File: src/rtl/shift_seq_ctrl.sv
// shift_seq_ctrl: multi-cycle 16-bit shifter/rotator that reuses one
// shift stage for the 1/2/4/8 passes selected by the amount bits.
module shift_seq_ctrl #(
    parameter int SKIP_ZERO = 1
) (
    input  logic        clk,
    input  logic        rst_n,
    input  logic        in_valid,
    output logic        in_ready,
    input  logic [15:0] in_data,
    input  logic [3:0]  in_cnt,
    input  logic [1:0]  in_op,
    output logic        out_valid,
    input  logic        out_ready,
    output logic [15:0] out_data,
    output logic        busy
);

    localparam logic [1:0] OP_ROL = 2'b00;
    localparam logic [1:0] OP_SLL = 2'b01;
    localparam logic [1:0] OP_SRA = 2'b10;

    typedef enum logic [1:0] {
        S_IDLE,
        S_SHIFT,
        S_DONE
    } state_t;

    state_t      state, state_nxt;
    logic [15:0] data_q, data_nxt;
    logic [3:0]  cnt_q, cnt_nxt;
    logic [1:0]  op_q, op_nxt;
    logic [1:0]  k_q, k_nxt;

    logic [3:0]  amt;
    logic [31:0] dbl;
    logic [15:0] stage_out;
    logic        hi_zero;
    logic        last_pass;

    // Shared shift stage: one pass of the held data by 2^k.
    always_comb begin
        amt = 4'd1 << k_q;
        dbl = {data_q, data_q} << amt;
        unique case (op_q)
            OP_ROL:  stage_out = dbl[31:16];
            OP_SLL:  stage_out = data_q << amt;
            OP_SRA:  stage_out = $unsigned($signed(data_q) >>> amt);
            default: stage_out = data_q >> amt;
        endcase
    end

    // Last pass: k = 3, or (early exit) no amount bits remain above k.
    always_comb begin
        unique case (k_q)
            2'd0:    hi_zero = (cnt_q[3:1] == 3'd0);
            2'd1:    hi_zero = (cnt_q[3:2] == 2'd0);
            2'd2:    hi_zero = !cnt_q[3];
            default: hi_zero = 1'b1;
        endcase
        last_pass = (k_q == 2'd3) || ((SKIP_ZERO != 0) && hi_zero);
    end

    // Next-state and datapath update for the IDLE/SHIFT/DONE sequencer.
    always_comb begin
        state_nxt = state;
        data_nxt  = data_q;
        cnt_nxt   = cnt_q;
        op_nxt    = op_q;
        k_nxt     = k_q;
        unique case (state)
            S_IDLE: begin
                if (in_valid) begin
                    data_nxt  = in_data;
                    cnt_nxt   = in_cnt;
                    op_nxt    = in_op;
                    k_nxt     = 2'd0;
                    state_nxt = (in_cnt == 4'd0) ? S_DONE : S_SHIFT;
                end
            end
            S_SHIFT: begin
                if (cnt_q[k_q]) begin
                    data_nxt = stage_out;
                end
                k_nxt = k_q + 2'd1;
                if (last_pass) begin
                    state_nxt = S_DONE;
                end
            end
            S_DONE: begin
                if (out_ready) begin
                    state_nxt = S_IDLE;
                end
            end
            default: state_nxt = S_IDLE;
        endcase
    end

    // State and datapath registers with synchronous active-low reset.
    always_ff @(posedge clk) begin
        if (!rst_n) begin
            state  <= S_IDLE;
            data_q <= '0;
            cnt_q  <= '0;
            op_q   <= '0;
            k_q    <= '0;
        end else begin
            state  <= state_nxt;
            data_q <= data_nxt;
            cnt_q  <= cnt_nxt;
            op_q   <= op_nxt;
            k_q    <= k_nxt;
        end
    end

    assign in_ready  = (state == S_IDLE) && rst_n;
    assign busy      = (state != S_IDLE);
    assign out_valid = (state == S_DONE);
    assign out_data  = data_q;

endmodule

File: config.mk
export PLATFORM = sky130hd
export DESIGN_NAME = shift_seq_ctrl
export DESIGN_NICKNAME = d
export VERILOG_FILES = /design/src/rtl/shift_seq_ctrl.sv
export SDC_FILE = /design/constraint.sdc
export NUM_CORES = 1
export LEC_CHECK = 0
export ABC_AREA = 1
export CORE_UTILIZATION = 30
export DETAILED_ROUTE_END_ITERATION = 16
export PLACE_DENSITY = 0.57
export SETUP_SLACK_MARGIN = 0.2
export SLEW_MARGIN = 20
export SYNTH_ARGS = -nofsm -noshare
export SYNTH_HDL_FRONTEND = slang
export SYNTH_SLANG_ARGS = --single-unit
File: constraint.sdc
create_clock -name clk -period 5.5 [get_ports clk]
set_input_delay 1.375 -clock clk [delete_from_list [all_inputs] [get_ports clk]]
set_output_delay 1.375 -clock clk [all_outputs]
set_load 0.02 [all_outputs]
; ---- After elaboration in Yosys (flattened, before gate mapping)
; Cells that the tools add are included.
[op_classes]
addsub = 1
order_cmp = 1
eq_ne = 11
n_shift = 5
n_mux = 14
n_reduce_logical = 15
[ops]
columns = cell, count
row1 = one-hot mux 16 bit (3 select lines), 1
row2 = two-way mux 16 bit, 2
row3 = one-hot mux 16 bit (2 select lines), 1
row4 = << shifter 32 x 4 -> 32 bit, 1
row5 = << shifter 16 x 4 -> 16 bit, 1
row6 = >> shifter 16 x 4 -> 16 bit, 1
row7 = >>> shifter 16 x 4 -> 16 bit, 1
row8 = two-way mux 2 bit, 5
row9 = == test 2 bit (second input constant), 4
row10 = logical NOT 2 bit, 4
row11 = == test 2 x 1 -> 1 bit (second input constant), 3
row12 = != test 2 bit (second input constant), 3
row13 = one-hot mux 2 bit (3 select lines), 1
row14 = AND reduction 3 bit, 2
row15 = logical NOT 4 bit, 1
row16 = one-hot mux 2 bit (2 select lines), 1
row17 = AND reduction 2 bit, 2
row18 = nonzero test 2 bit, 2
row19 = << shifter 1 x 2 -> 4 bit (first input constant), 1
row20 = logical NOT 3 bit, 1
row21 = less-than comparator 2 x 3 -> 1 bit (second input constant), 1
row22 = one-hot mux 1 bit (3 select lines), 1
row23 = adder 2 x 1 -> 2 bit (second input constant), 1
row24 = binary-select mux 1 bit (select 2 bit), 1
row25 = other kinds (5), 5
[totals]
regBits = 26
input_bits = 26
output_inout_bits = 19
wordCells = 52

; ---- Longest topological paths before layout
[logic_depth]
depth_word = 5
ltp_mapped = 16
depth_no_buf = 14

; ---- Worst setup path after synthesis
; Ideal clock, no wire load.
[synth_timing]
kind = input to output
from = input rst_n
to = output in_ready
arrival_ns = 2.032
t_required_ns = 4.125
setup_slack_ns = 2.093
stages = 3
n_path_buf = 1
path_cell_list = buf_1 -> inv_1 -> nor2_1
[synth_via]
elab_chain_cells = 1
[synth_rtl]
columns = item, line_no
row1 = "start, declared", 7  ; input logic rst_n,
row2 = logical AND 1 bit, 116  ; assign in_ready = (state == S_IDLE) && rst_n;
row3 = "end, declared", 9  ; output logic in_ready,
; No other way between the ends.

; ---- Worst setup path in the final report
; Ends and elaborated chain as after synthesis.

==> reports/results.tsv <==
metric	value	unit
outcome	complete, no violations	
setup_viol	0	
cts.hold.buffers_added	0	
synthFlopType	dfxtp_1	
place_congestion	0.988	
slew_headroom	43.3	%
post-route-min-period	4.38	ns
post_cts_resized	0	
cp.arrival	3.00	ns
yosys-top-cells-area	nand2_1 19%, dfxtp_1 16%, nand3_1 16%, o21ai_0 6.6%, a21oi_1 6.5%	
worstHoldPathType	flop to flop	
critical_path_class	input pin to primary output	
yosysUniqueCellTypes	33	
wirelength	12800	um
layout_commonest_cell	nand2_1	
synth_seq_area_share	16.0	%
syn_area	3250	um2
floorplan.initialDensity	31.2	%
startpoint	rst_n	
antenna_found_initial	0	
synth-warning-count	0	
cts_setup_buffers	0	
synth_edf_count	0	
ys_ff_latch	26	
dp.cells	742	
drtPass1Iterations	5	
vias_per_cell	5.67	
crit_fanout	20	
path_cells	clkdlybuf4s50_1 -> buf_4 -> inv_1 -> nor2_1 -> clkdlybuf4s50_1	
drc	0	
cap_viol_max_count	0	
synth_top_area_share	19.2	%
required	4.12	ns
tns	0	ns
die_x	106	um
finalNonFillerCells	746	
cp-start-kind	input pin	
end_kind	primary output	
crit_cells	5	
cts_root_buffer	clkbuf_8	
p_per_area	646	nW/um2
worst_slew_pin_slew	0.849	ns
cts.sinks	26	
fin_crit_sh	79.6	%
rsz0062_at_grt	no	
clk_pin_slew	0.09	ns
design.core.area	10400	um2
crit_buf_inv	4	
die_area	11300	um2
final_cell_mix	166 x nand2_1, 104 x nand3_1, 44 x clkdlybuf4s50_1, 43 x o21ai_0, 42 x a21oi_1	
yosys.area.top_type	nand2_1	
cts_buffers	3	
maxSlewViolCount	0	
reg2reg_depth	13	
rows	37	
clkLatencyLatePin	0.28	ns
power_frac_comb	77.7	%
leakagePower	1.60	nW
tritoncts	built	
ir_drop	252	uV
synthArstFlopShare	0	%
grt_max_degree	39	
syn_to_final_growth	15.8	%
diodes	0	
netSwitchingPower	1.48	mW
htree_levels	1	
syn_avg_cell_area	5.51	um2
p_sw_share	60.8	%
syn_nets	622	
grt_pass1_vias	3970	
finClkSkew	0.00416	ns
place_hpwl	9550	um
via_count	4232	
slowest_stage	clkdlybuf4s50_1	
r2r_start	k_q[1]$_SDFFE_PN0P_	
r2r-end	out_data[1]$_SDFFE_PN0P_	
max_freq	228	MHz
layout.nets	643	
io_buffers	44	
io_pins	45	
rrSetupSlack	2.41	ns
syn_inst	590	
initialDrtViolationCount	472	
drive_above_1_share	7.87	%
cts.path.max_buffers	2	
grt_pass1_wl	20700	um
final_hold_viol_count	0	
crit_end	in_ready	
wl_per_cell	17.2	um
grtUsageTotal	23.5	%
seqPwrFrac	15.5	%
pwr-share-clk	6.8	%
cpPeakStageDelay	0.61	ns
cpLargestDelayFamily	buffers and inverters	
dieHeight	106	um
path_common_cell	clkdlybuf4s50_1	
internal_power	0.955	mW
grt-ovfl-total	0	
drtAntennaViolNets	0	
[sequential cells by signal, indices dropped and copies added, names as in the netlist]
register and flops:
out_data 16, cnt_q 4, k_q 2, op_q 2, state 2
[power by group through the flow]
stage | registers, mW | logic (mW) | clock network [mW]
global route | 0.390 | 2.10 | 0.176
finish | 0.378 | 1.89 | 0.165
CTS | 0.373 | 1.85 | 0.165
floorplan | 0.383 | 1.32 | 0
detailed placement | 0.377 | 1.85 | 0
global placement | 0.380 | 1.84 | 0
[kinds of logic (layout without fill, tap and decap cells)]
kind of cell	Yosys count	count (layout)	synth area share, %
simple gates	349	349	48.5
compound gates	127	127	21.0
flops	26	26	16.0
fa+ha+maj	6	6	2.31
buf+inv	82	102	12.2
[Yosys cell counts, types with 7 or more instances]
master,instances
inv_2,11
buf_2,11
inv_1,35
o21ai_1,22
nand4_1,9
buf_6,7
a21oi_1,42
dfxtp_1,26
o21ai_0,43
o211ai_1,9
nand2_1,166
nand3_1,104
nor2_1,41
[layout make-up]
type                            count  area [um2]
Clock buffer                        3        41.3
Sequential cell                    26         520
Timing Repair Buffer               49         478
Inverter                           49         191
Clock inverter                      1        30.0
Tap cell                          136         170
Multi-Input combinational cell    482        2330
Fill cell                        1190        6650
[metal layers]
layer	share of wire (%)	vias to the layer above	track usage, %
met5	0	-	0
met4	4.5	0	10.1
met3	11	33	3.56
met2	43	249	35.3
met1	42	1918	32.9
li1	-	2032	-
[tightest hold or removal path: cells and delay by family, from the launching register on]
family                 cells  cell delay [ns]
buffers and inverters      1             0.08
AOI/OAI and AO/OA          1             0.07
DFF                        1             0.31
[worst min path at each step]
stage,startpoint,to,slack [ns],cells past startpoint
2_1_floorplan,cnt_q[1]$_SDFFE_PN0P_,cnt_q[1]$_SDFFE_PN0P_,0.44,2
3_3_place_gp,cnt_q[2]$_SDFFE_PN0P_,cnt_q[2]$_SDFFE_PN0P_,0.46,2
3_5_place_dp,cnt_q[1]$_SDFFE_PN0P_,cnt_q[1]$_SDFFE_PN0P_,0.48,2
4_1_cts,cnt_q[2]$_SDFFE_PN0P_,cnt_q[2]$_SDFFE_PN0P_,0.50,2
5_1_grt,out_data[4]$_SDFFE_PN0P_,out_data[4]$_SDFFE_PN0P_,0.53,2
6_report,cnt_q[2]$_SDFFE_PN0P_,cnt_q[2]$_SDFFE_PN0P_,0.50,2
[stage by stage]
step | worst slack (ns) | total power [mW] | util, % | hold WS (ns) | instance area, um2
2_1_floorplan | 2.09 | 1.71 | - | 0.444 | 3250
3_3_place_gp | 1.15 | 2.22 | 35.5 | 0.463 | 3690
3_5_place_dp | 1.11 | 2.22 | 35.5 | 0.482 | 3690
4_1_cts | 1.10 | 2.39 | 36.2 | 0.497 | 3770
5_1_grt | 0.997 | 2.67 | 36.2 | 0.531 | 3770
6_report | 1.12 | 2.43 | 36.2 | 0.495 | 3770
No activity file was read; power rests on OpenSTA's default activity.
